### config.mk
export PLATFORM = sky130hd
export DESIGN_NAME = reflet_mem_arbiter
export DESIGN_NICKNAME = d
export VERILOG_FILES = /design/src/rtl/reflet_mem_arbiter_pkg.sv /design/src/rtl/reflet_mem_arbiter_pick.sv /design/src/rtl/reflet_mem_arbiter.sv
export SDC_FILE = /design/constraint.sdc
export NUM_CORES = 1
export LEC_CHECK = 0
export BUFFER_PORTS_ARGS = -buffer_cell sky130_fd_sc_hd__buf_2
export CAP_MARGIN = 20
export CORE_UTILIZATION = 46
export DETAILED_ROUTE_END_ITERATION = 6
export MAX_ROUTING_LAYER = met4
export PLACE_DENSITY = 0.84
export SYNTH_ARGS = -nofsm -noshare
export SYNTH_HDL_FRONTEND = slang
export SYNTH_SLANG_ARGS = --single-unit
### constraint.sdc
create_clock -name clk -period 2.4 [get_ports clk]
set_input_delay 0.48 -clock clk [delete_from_list [all_inputs] [get_ports clk]]
set_output_delay 0.48 -clock clk [all_outputs]
set_load 0.005 [all_outputs]
### src/rtl/reflet_mem_arbiter_pkg.sv
// Shared definitions for the two-requester memory arbiter: FSM state
// encoding and requester index constants.
package reflet_mem_arbiter_pkg;

  typedef enum logic [1:0] {
    IDLE  = 2'd0,
    ISSUE = 2'd1,
    WAIT  = 2'd2,
    DONE  = 2'd3
  } arb_state_t;

  localparam logic REQ_0 = 1'b0;
  localparam logic REQ_1 = 1'b1;

endpackage

### src/rtl/reflet_mem_arbiter_pick.sv
// Combinational winner selection between two requesters, either
// round-robin on the last grant or with requester 0 winning ties.
module reflet_mem_arbiter_pick
  import reflet_mem_arbiter_pkg::*;
#(
  parameter bit fixed_priority = 1'b0
) (
  input  logic req0,
  input  logic req1,
  input  logic last_grant,
  output logic valid,
  output logic winner
);

  // Winner selection; with no request the last grant is reported unchanged.
  always_comb begin
    valid  = req0 | req1;
    winner = last_grant;
    if (req0 && req1) begin
      if (fixed_priority) begin
        winner = REQ_0;
      end else begin
        winner = ~last_grant;
      end
    end else if (req0) begin
      winner = REQ_0;
    end else if (req1) begin
      winner = REQ_1;
    end else begin
      winner = last_grant;
    end
  end

endmodule

### src/rtl/reflet_mem_arbiter.sv
// Shares one downstream memory port between two requesters, running one
// transaction at a time through an IDLE/ISSUE/WAIT/DONE sequence.
module reflet_mem_arbiter
  import reflet_mem_arbiter_pkg::*;
#(
  parameter int wordsize       = 16,
  parameter bit fixed_priority = 1'b0
) (
  input  logic                clk,
  input  logic                reset,
  input  logic                enable,
  input  logic [wordsize-1:0] r0_addr,
  input  logic [wordsize-1:0] r1_addr,
  input  logic [wordsize-1:0] r0_data_out,
  input  logic [wordsize-1:0] r1_data_out,
  output logic [wordsize-1:0] r0_data_in,
  output logic [wordsize-1:0] r1_data_in,
  input  logic                r0_write_en,
  input  logic                r1_write_en,
  input  logic                r0_read_en,
  input  logic                r1_read_en,
  output logic                r0_ready,
  output logic                r1_ready,
  output logic [wordsize-1:0] sub_addr,
  output logic [wordsize-1:0] sub_data_out,
  input  logic [wordsize-1:0] sub_data_in,
  output logic                sub_write_en,
  output logic                sub_read_en,
  input  logic                sub_ready,
  output logic                grant,
  output logic                busy
);

  arb_state_t          state_r, state_s;
  logic                grant_r, grant_s;
  logic                write_kind_r, write_kind_s;
  logic [wordsize-1:0] sub_addr_r, sub_addr_s;
  logic [wordsize-1:0] sub_data_out_r, sub_data_out_s;
  logic                sub_write_en_r, sub_write_en_s;
  logic                sub_read_en_r, sub_read_en_s;
  logic                r0_ready_r, r0_ready_s;
  logic                r1_ready_r, r1_ready_s;
  logic [wordsize-1:0] r0_data_in_r, r0_data_in_s;
  logic [wordsize-1:0] r1_data_in_r, r1_data_in_s;
  logic                busy_r, busy_s;
  logic                pick_valid_s;
  logic                pick_winner_s;
  logic                win_write_s;

  reflet_mem_arbiter_pick #(
    .fixed_priority(fixed_priority)
  ) u_pick (
    .req0      (r0_write_en | r0_read_en),
    .req1      (r1_write_en | r1_read_en),
    .last_grant(grant_r),
    .valid     (pick_valid_s),
    .winner    (pick_winner_s)
  );

  // Write wins over read when a requester raises both enables.
  assign win_write_s = (pick_winner_s == REQ_1) ? r1_write_en : r0_write_en;

  // Next-state and next-output computation; strobes and readies default low.
  always_comb begin
    state_s        = state_r;
    grant_s        = grant_r;
    write_kind_s   = write_kind_r;
    sub_addr_s     = sub_addr_r;
    sub_data_out_s = sub_data_out_r;
    sub_write_en_s = 1'b0;
    sub_read_en_s  = 1'b0;
    r0_ready_s     = 1'b0;
    r1_ready_s     = 1'b0;
    r0_data_in_s   = r0_data_in_r;
    r1_data_in_s   = r1_data_in_r;
    busy_s         = busy_r;
    case (state_r)
      IDLE: begin
        if (pick_valid_s) begin
          grant_s        = pick_winner_s;
          write_kind_s   = win_write_s;
          sub_addr_s     = (pick_winner_s == REQ_1) ? r1_addr : r0_addr;
          sub_data_out_s = (pick_winner_s == REQ_1) ? r1_data_out : r0_data_out;
          sub_write_en_s = win_write_s;
          sub_read_en_s  = ~win_write_s;
          busy_s         = 1'b1;
          state_s        = ISSUE;
        end else begin
          state_s = IDLE;
        end
      end
      ISSUE: begin
        state_s = WAIT;
      end
      WAIT: begin
        if (sub_ready) begin
          if (!write_kind_r) begin
            if (grant_r == REQ_1) begin
              r1_data_in_s = sub_data_in;
            end else begin
              r0_data_in_s = sub_data_in;
            end
          end else begin
            r0_data_in_s = r0_data_in_r;
          end
          r0_ready_s = (grant_r == REQ_0);
          r1_ready_s = (grant_r == REQ_1);
          state_s    = DONE;
        end else begin
          state_s = WAIT;
        end
      end
      DONE: begin
        busy_s  = 1'b0;
        state_s = IDLE;
      end
      default: begin
        busy_s  = 1'b0;
        state_s = IDLE;
      end
    endcase
  end

  // State and output registers; enable low freezes everything.
  always_ff @(posedge clk or negedge reset) begin
    if (!reset) begin
      state_r        <= IDLE;
      grant_r        <= REQ_1;
      write_kind_r   <= 1'b0;
      sub_addr_r     <= {wordsize{1'b0}};
      sub_data_out_r <= {wordsize{1'b0}};
      sub_write_en_r <= 1'b0;
      sub_read_en_r  <= 1'b0;
      r0_ready_r     <= 1'b0;
      r1_ready_r     <= 1'b0;
      r0_data_in_r   <= {wordsize{1'b0}};
      r1_data_in_r   <= {wordsize{1'b0}};
      busy_r         <= 1'b0;
    end else if (enable) begin
      state_r        <= state_s;
      grant_r        <= grant_s;
      write_kind_r   <= write_kind_s;
      sub_addr_r     <= sub_addr_s;
      sub_data_out_r <= sub_data_out_s;
      sub_write_en_r <= sub_write_en_s;
      sub_read_en_r  <= sub_read_en_s;
      r0_ready_r     <= r0_ready_s;
      r1_ready_r     <= r1_ready_s;
      r0_data_in_r   <= r0_data_in_s;
      r1_data_in_r   <= r1_data_in_s;
      busy_r         <= busy_s;
    end
  end

  assign r0_data_in   = r0_data_in_r;
  assign r1_data_in   = r1_data_in_r;
  assign r0_ready     = r0_ready_r;
  assign r1_ready     = r1_ready_r;
  assign sub_addr     = sub_addr_r;
  assign sub_data_out = sub_data_out_r;
  assign sub_write_en = sub_write_en_r;
  assign sub_read_en  = sub_read_en_r;
  assign grant        = grant_r;
  assign busy         = busy_r;

endmodule

==> results of run 1 <==
-- logic make-up after synthesis --
family	synth area share (%)
adder cells (fa/ha/maj)	1.164
multiplexers	21.10
flip-flops	56.67
AND/OR/NAND/NOR	6.439
AO/OA/AOI/OAI	10.16
buffers and inverters	4.461
-- report_power, final --
group | internal [mW] | switching (mW) | total [mW]
registers | 1.79 | 0.320 | 2.11
logic | 0.981 | 0.839 | 1.82
clock network | 0.533 | 0.425 | 0.958
-- layout by cell type (no fill, tap or decap), types with 3 or more instances in the layout --
| cell | instances |
|---|---|
| buf_12 | 3 |
| ha_1 | 3 |
| o21ai_1 | 12 |
| nand2_1 | 38 |
| dfrtp_1 | 72 |
| a21oi_1 | 3 |
| buf_4 | 4 |
| inv_1 | 4 |
| mux2_2 | 32 |
| buf_2 | 157 |
| o21ai_0 | 13 |
| o21ai_2 | 12 |
| clkinv_2 | 3 |
| clkbuf_8 | 11 |
| nor2_1 | 3 |
| mux2i_1 | 32 |
-- state kept, by name (all words and copies together), names as in the netlist --
signal and flops:
sub_write_en 1, sub_data_out 16, state_r 2, sub_read_en 1, r1_data_in 16, grant 1, r0_data_in 16, r0_ready 1
r1_ready 1, busy 1, write_kind_r 1, sub_addr 16
-- worst max-delay path, delay by kind of cell, from the launching register on --
kind	cells	cell delay, ns
mux	1	0.26
buf+inv	1	0.25
compound gates	3	0.40
flops	1	0.68
-- routing by layer --
| metal | track usage [%] | wire (microns) |
|---|---|---|
| met5 | - | 0 |
| met4 | 8.636 | 29 |
| met3 | 3.754 | 404 |
| met2 | 32.51 | 3214 |
| met1 | 23.73 | 2933 |
-- per-stage QoR --
stage	hold WS [ns]	setup WS [ns]	total power, mW	utilization [%]	instances
after floorplan	0.1844	0.6420	3.182	-	254
after global placement	0.4596	0.4427	3.901	60.29	500
after detailed placement	0.4610	0.4026	3.989	60.29	500
after CTS	0.2409	0.6583	4.972	63.31	516
after global routing	0.2755	0.5198	5.279	63.31	516
final	0.2198	0.6841	4.891	63.31	516
-- layout make-up --
| cell class | count | area, sq um | share of cell area [%] |
|---|---|---|---|
| inverters | 5 | 18.77 | 0.4363 |
| clock inverters | 5 | 53.80 | 1.251 |
| flip-flops and latches | 73 | 1828 | 42.50 |
| clock buffers | 11 | 151.4 | 3.519 |
| repair buffers | 164 | 875.8 | 20.36 |
| multi-input cells | 162 | 1254 | 29.14 |
| well taps | 96 | 120.1 | 2.792 |
-- final timing paths --
| check | slack [ns] | endpoint | depth (start not counted) |
|---|---|---|---|
| setup / recovery | 0.68 | sub_data_out[13]$_DFFE_PN0P_ | 5 |
| hold / removal | 0.22 | busy$_DFFE_PN0P_ | 1 |
| hold reg to reg | 0.47 | sub_addr[11]$_DFFE_PN0P_ | 2 |
| min in group clk | 0.39 | r0_data_in[15]$_DFFE_PN0P_ | 2 |
| setup reg to reg | 0.68 | sub_data_out[13]$_DFFE_PN0P_ | 5 |
| max in group asynchronous | 1.51 | r1_data_in[11]$_DFFE_PN0P_ | 2 |
==> results.toml, run 1 <==
[global_route]
track_usage_pct = 19.72
grt_pass1_vias = 2405
grt_overflow = 0
antenna_found_initial = 0
grt_max_degree = 46
grt_pass1_wl_microns = 10850

[floorplanning]
coreArea_sq_um = 6794
die_h_microns = 85.74
num_rows = 30
start_util_pct = 47.48
die_x_microns = 85.74
die-area_sq_um = 7351
num_io_pins = 158

[timing]
relSlewSlack_pct = 48.17
rsz0062_at_grt = "no"
period_share_pct = 71.49
finalSetupTns_ns = 0
post-route-min-period_ns = 1.716
fmax_mhz = 582.8
finClkSkew_ns = 0.006426
final-hold-violation-count = 0
finalSetupViolations = 0
worstMarginPinSlew_ns = 0.7775
drv_slew = 0

[route]
ant_nets = 0
drt-total-wl_microns = 6583
routedWlPerCell_microns = 12.76
drc = 0
num_vias = 2487
first_pass_iters = 4
via_per_inst = 4.820
dr.first_iter.drc_count = 99

[layout]
fillers = 552
final_area_sq_um = 4302
drive_above_1_share_pct = 54.76
antenna_cells = 0
areaGrowthSynthToFinish_pct = 33.36
num-nets-final = 506

[place]
hpwl_microns = 5110
placed_area_sq_um = 4096
gp_congestion = 0.7948
io_buffer_count = 157

[worst_setup_path]
required_ns = 2.61
crit_fanout = 29
path_class = "reg2reg"
cp.arrival_ns = 1.93
startpoint_type = "flop"
cpMaxStageDelayCell = "dfstp_2"
r2r_start = "grant$_DFFE_PN1P_"
crit_path_cell_trace = "o21ai_0 > o31ai_4 > buf_12 > mux2i_1 > o21ai_1"
end_kind = "flop"
crit_start = "grant$_DFFE_PN1P_"
cpPeakStageDelay_ns = 0.68

[cts]
hold_buffers = 0
h-tree-depth = 3
clockRootBuffer = "clkbuf_8"
cts_resized = 0
clk_latency_ns = 0.33
clock_path_buffers = 2
post_cts_buffers = 0
cts_buffers = 9
numClockSinks = 73
cts_tree = "yes"
path_clk_slew_ns = 0.07

[logic_synthesis]
ys_async_sr_fraction_pct = 100.0
synth_nets = 345
yosys.area.top_type = "dfrtp_1"
synth_area_leaders = "dfrtp_1 (56%), mux2_2 (11%), mux2i_1 (9.9%)"
yosys.area.top_type_share_pct = 55.86
yosys.cell_types.count = 29
syn_inst = 254
yosys_warnings = 0
syn_area_sq_um = 3226
yosysMostFrequentCell = "dfrtp_1"
synthFlopType = "dfrtp_1"
synth_commonest_cells = "dfrtp_1 (72), nand2_1 (38), mux2_2 (32), mux2i_1 (32), o21ai_0 (13)"
avgSynthCellArea_sq_um = 12.70
synth_edf_count = 0
synth-seq-cells = 73
yosysSeqAreaShare_pct = 56.67

[flow_run]
maxCapViolCount = 0

[pwr]
p_leak_nw = 2.311
powerDensity_nw_per_um2 = 1137
ir_worst_vdd_v = 0.0005041

[min_path]
hold_class = "in2async"

[outcome]
status = "finished clean"
Power figures use the tool's default switching activity.
==> run 2: changes to the inputs <==
--- a/config.mk
+++ b/config.mk
@@ -7,10 +7,10 @@
 export LEC_CHECK = 0
 export BUFFER_PORTS_ARGS = -buffer_cell sky130_fd_sc_hd__buf_2
 export CAP_MARGIN = 20
-export CORE_UTILIZATION = 46
+export CORE_UTILIZATION = 41
 export DETAILED_ROUTE_END_ITERATION = 6
 export MAX_ROUTING_LAYER = met4
-export PLACE_DENSITY = 0.84
+export PLACE_DENSITY = 0.79
 export SYNTH_ARGS = -nofsm -noshare
 export SYNTH_HDL_FRONTEND = slang
 export SYNTH_SLANG_ARGS = --single-unit
==> constraint.sdc (replaced) <==
create_clock -name clk -period 1.5 [get_ports clk]
set_input_delay 0.3 -clock clk [delete_from_list [all_inputs] [get_ports clk]]
set_output_delay 0.3 -clock clk [all_outputs]
set_load 0.005 [all_outputs]
==> run 2 against run 1 <==
Count of clock-buffer cells in the layout fell by 1. Final area rose by 12%. Worst setup slack got worse by 0.75 ns. Hold slack got worse by 0.0034 ns. Largest cell class unchanged. Largest power group is now combinational cells. Total power rose by 75%. Register-to-register slack got worse by 0.75 ns. Clock skew rose by 0.0065 ns. The run now ends with negative setup slack left. Non-clock buffer count rose by 28.
==> results.toml, run 2 (synthesis results as in run 1) <==
[outcome]
status = "complete, but fails checks"
violations = "negative setup slack"

[timing]
rsz0062_at_grt = "yes"
hold_ws_ns = 0.2163
period_share_pct = 104.6
worstMarginPinSlew_ns = 0.2655
fmax_mhz = 637.2
finalSetupViolations = 24
drv_slew = 0
post-route-min-period_ns = 1.569
relSlewSlack_pct = 82.16
final-hold-violation-count = 0
finClkSkew_ns = 0.01294
layout_setup_ws_ns = -0.06943

[cts]
clock_path_buffers = 2
numClockSinks = 73
path_clk_slew_ns = 0.07
clockRootBuffer = "clkbuf_8"
h-tree-depth = 3
clk_latency_ns = 0.33
cts_buffers = 9
cts_tree = "yes"

[worst_setup_path]
cpMostUsedCell = "buf_4"
crit_fanout = 8
cp.arrival_ns = 1.78
path_class = "reg2reg"
cpMaxStageDelayCell = "dfstp_2"
cpPeakStageDelay_ns = 0.57
startpoint_type = "flop"
crit_path_cell_trace = "buf_4 > buf_4 > nand3_4 > buf_12 > buf_16 > mux2_2"
required_ns = 1.72
end_kind = "flop"

[route]
num_vias = 2637
via_per_inst = 4.830
routedWlPerCell_microns = 14.40
drc = 0
dr.first_iter.drc_count = 52
first_pass_iters = 4
drt-total-wl_microns = 7865
ant_nets = 0

[pwr]
ir_worst_vdd_v = 0.0007856
p_leak_nw = 2.514
p_total_mw = 8.538
powerDensity_nw_per_um2 = 1775

[global_route]
grt_overflow = 0
track_usage_pct = 19.63
grt_busiest_layer = "met2"
grtUsageMet2_pct = 32.77
met3_usage_pct = 4.040
grt_max_degree = 42
met1_usage_pct = 23.92
grt_pass1_wl_microns = 12310
antenna_found_initial = 0
grt_pass1_vias = 2547

[floorplanning]
die-area_sq_um = 8226
die_x_microns = 90.70
coreArea_sq_um = 7408
start_util_pct = 43.54
die_h_microns = 90.70
num_rows = 31
num_io_pins = 158

[layout]
final_cell_mix = "buf_2 (156), dfrtp_1 (72), nand2_1 (37)"
antenna_cells = 0
final_common_cell = "buf_2"
seq_area_sq_um = 1828
num-nets-final = 534
multi_input_area_sq_um = 1425
areaGrowthSynthToFinish_pct = 49.11
drive_above_1_share_pct = 61.97
fillers = 597

[flow_run]
maxCapViolCount = 0

[place]
hpwl_microns = 5381
io_buffer_count = 157
gp_congestion = 0.7472

[min_path]
hold_class = "in2reg"
==> run 2: cell count changes in the layout (fill, tap and decap cells not counted), moves of 5 or more <==
cell | previous run | this run
mux2i_2 | 0 | 9
buf_12 | 3 | 8
mux2i_1 | 32 | 21
o21ai_1 | 12 | 21
mux2_2 | 32 | 21
o21ai_0 | 13 | 3
buf_4 | 4 | 19
mux2_4 | 0 | 11
==> run 2: per-stage QoR <==
stage	setup TNS [ns]	area (sq um)	setup slack [ns]	instances	utilization [%]
2_1_floorplan	-1.464	3251	-0.1464	254	-
3_3_place_gp	-2.195	4265	-0.1229	517	57.57
3_5_place_dp	-2.796	4265	-0.1206	517	57.57
4_1_cts	-2.106	4599	-0.08562	540	62.08
5_1_grt	-2.940	4810	-0.1271	546	64.92
6_report	-1.112	4810	-0.06943	546	64.92
==> run 2: worst max-delay path, delay by kind of cell (launching register included) <==
| family | cells | cell delay, ns |
|---|---|---|
| flops | 1 | 0.57 |
| mux | 1 | 0.27 |
| simple gates | 1 | 0.09 |
| buf+inv | 4 | 0.52 |
==> run 2: where the power goes <==
part           switching [mW]  internal (mW)  total, mW  leakage [nW]
sequential              0.502           2.87       3.37         0.919
clock                   0.690          0.633       1.32        0.0883
combinational            1.65           2.19       3.85          1.51
==> run 2: layout make-up <==
| cell class | count | area share (%) |
|---|---|---|
| Sequential cell | 73 | 38.01 |
| Multi-Input combinational cell | 162 | 29.63 |
| Timing Repair Buffer | 192 | 25.88 |
| Clock buffer | 10 | 2.862 |
| Tap cell | 99 | 2.575 |
| Clock inverter | 5 | 0.6504 |
| Inverter | 5 | 0.3902 |
==> run 2: final timing paths <==
path | from | endpoint | slack (ns) | cells past startpoint
min in group asynchronous | reset | state_r[0]$_DFFE_PN0P_ | 0.35 | 2
worst max register to register | grant$_DFFE_PN1P_ | r1_data_in[0]$_DFFE_PN0P_ | -0.07 | 6
max in group asynchronous | reset | grant$_DFFE_PN1P_ | 0.67 | 3
worst min-delay path | sub_data_in[1] | r1_data_in[1]$_DFFE_PN0P_ | 0.22 | 2
worst min register to register | sub_addr[1]$_DFFE_PN0P_ | sub_addr[1]$_DFFE_PN0P_ | 0.48 | 2
worst max-delay path | grant$_DFFE_PN1P_ | r1_data_in[0]$_DFFE_PN0P_ | -0.07 | 6
==> run 2: metal layers <==
layer  up-vias  share of wire (%)  routed length [microns]
met1      1236                 43                     3408
li1       1275                  -                        -
met5         -                  0                        0
met2       120                 50                     3961
met3         6                5.6                      439
met4         0               0.72                       57
==> run 2: timing repair <==
action	in CTS	in global routing
setup endpoints to repair	45	55
endpoints found under the hold margin	10	0
cloned	1	4
resized for setup	18	37
buffers inserted	6	3
hold buffers	1	0
pin swaps	2	5
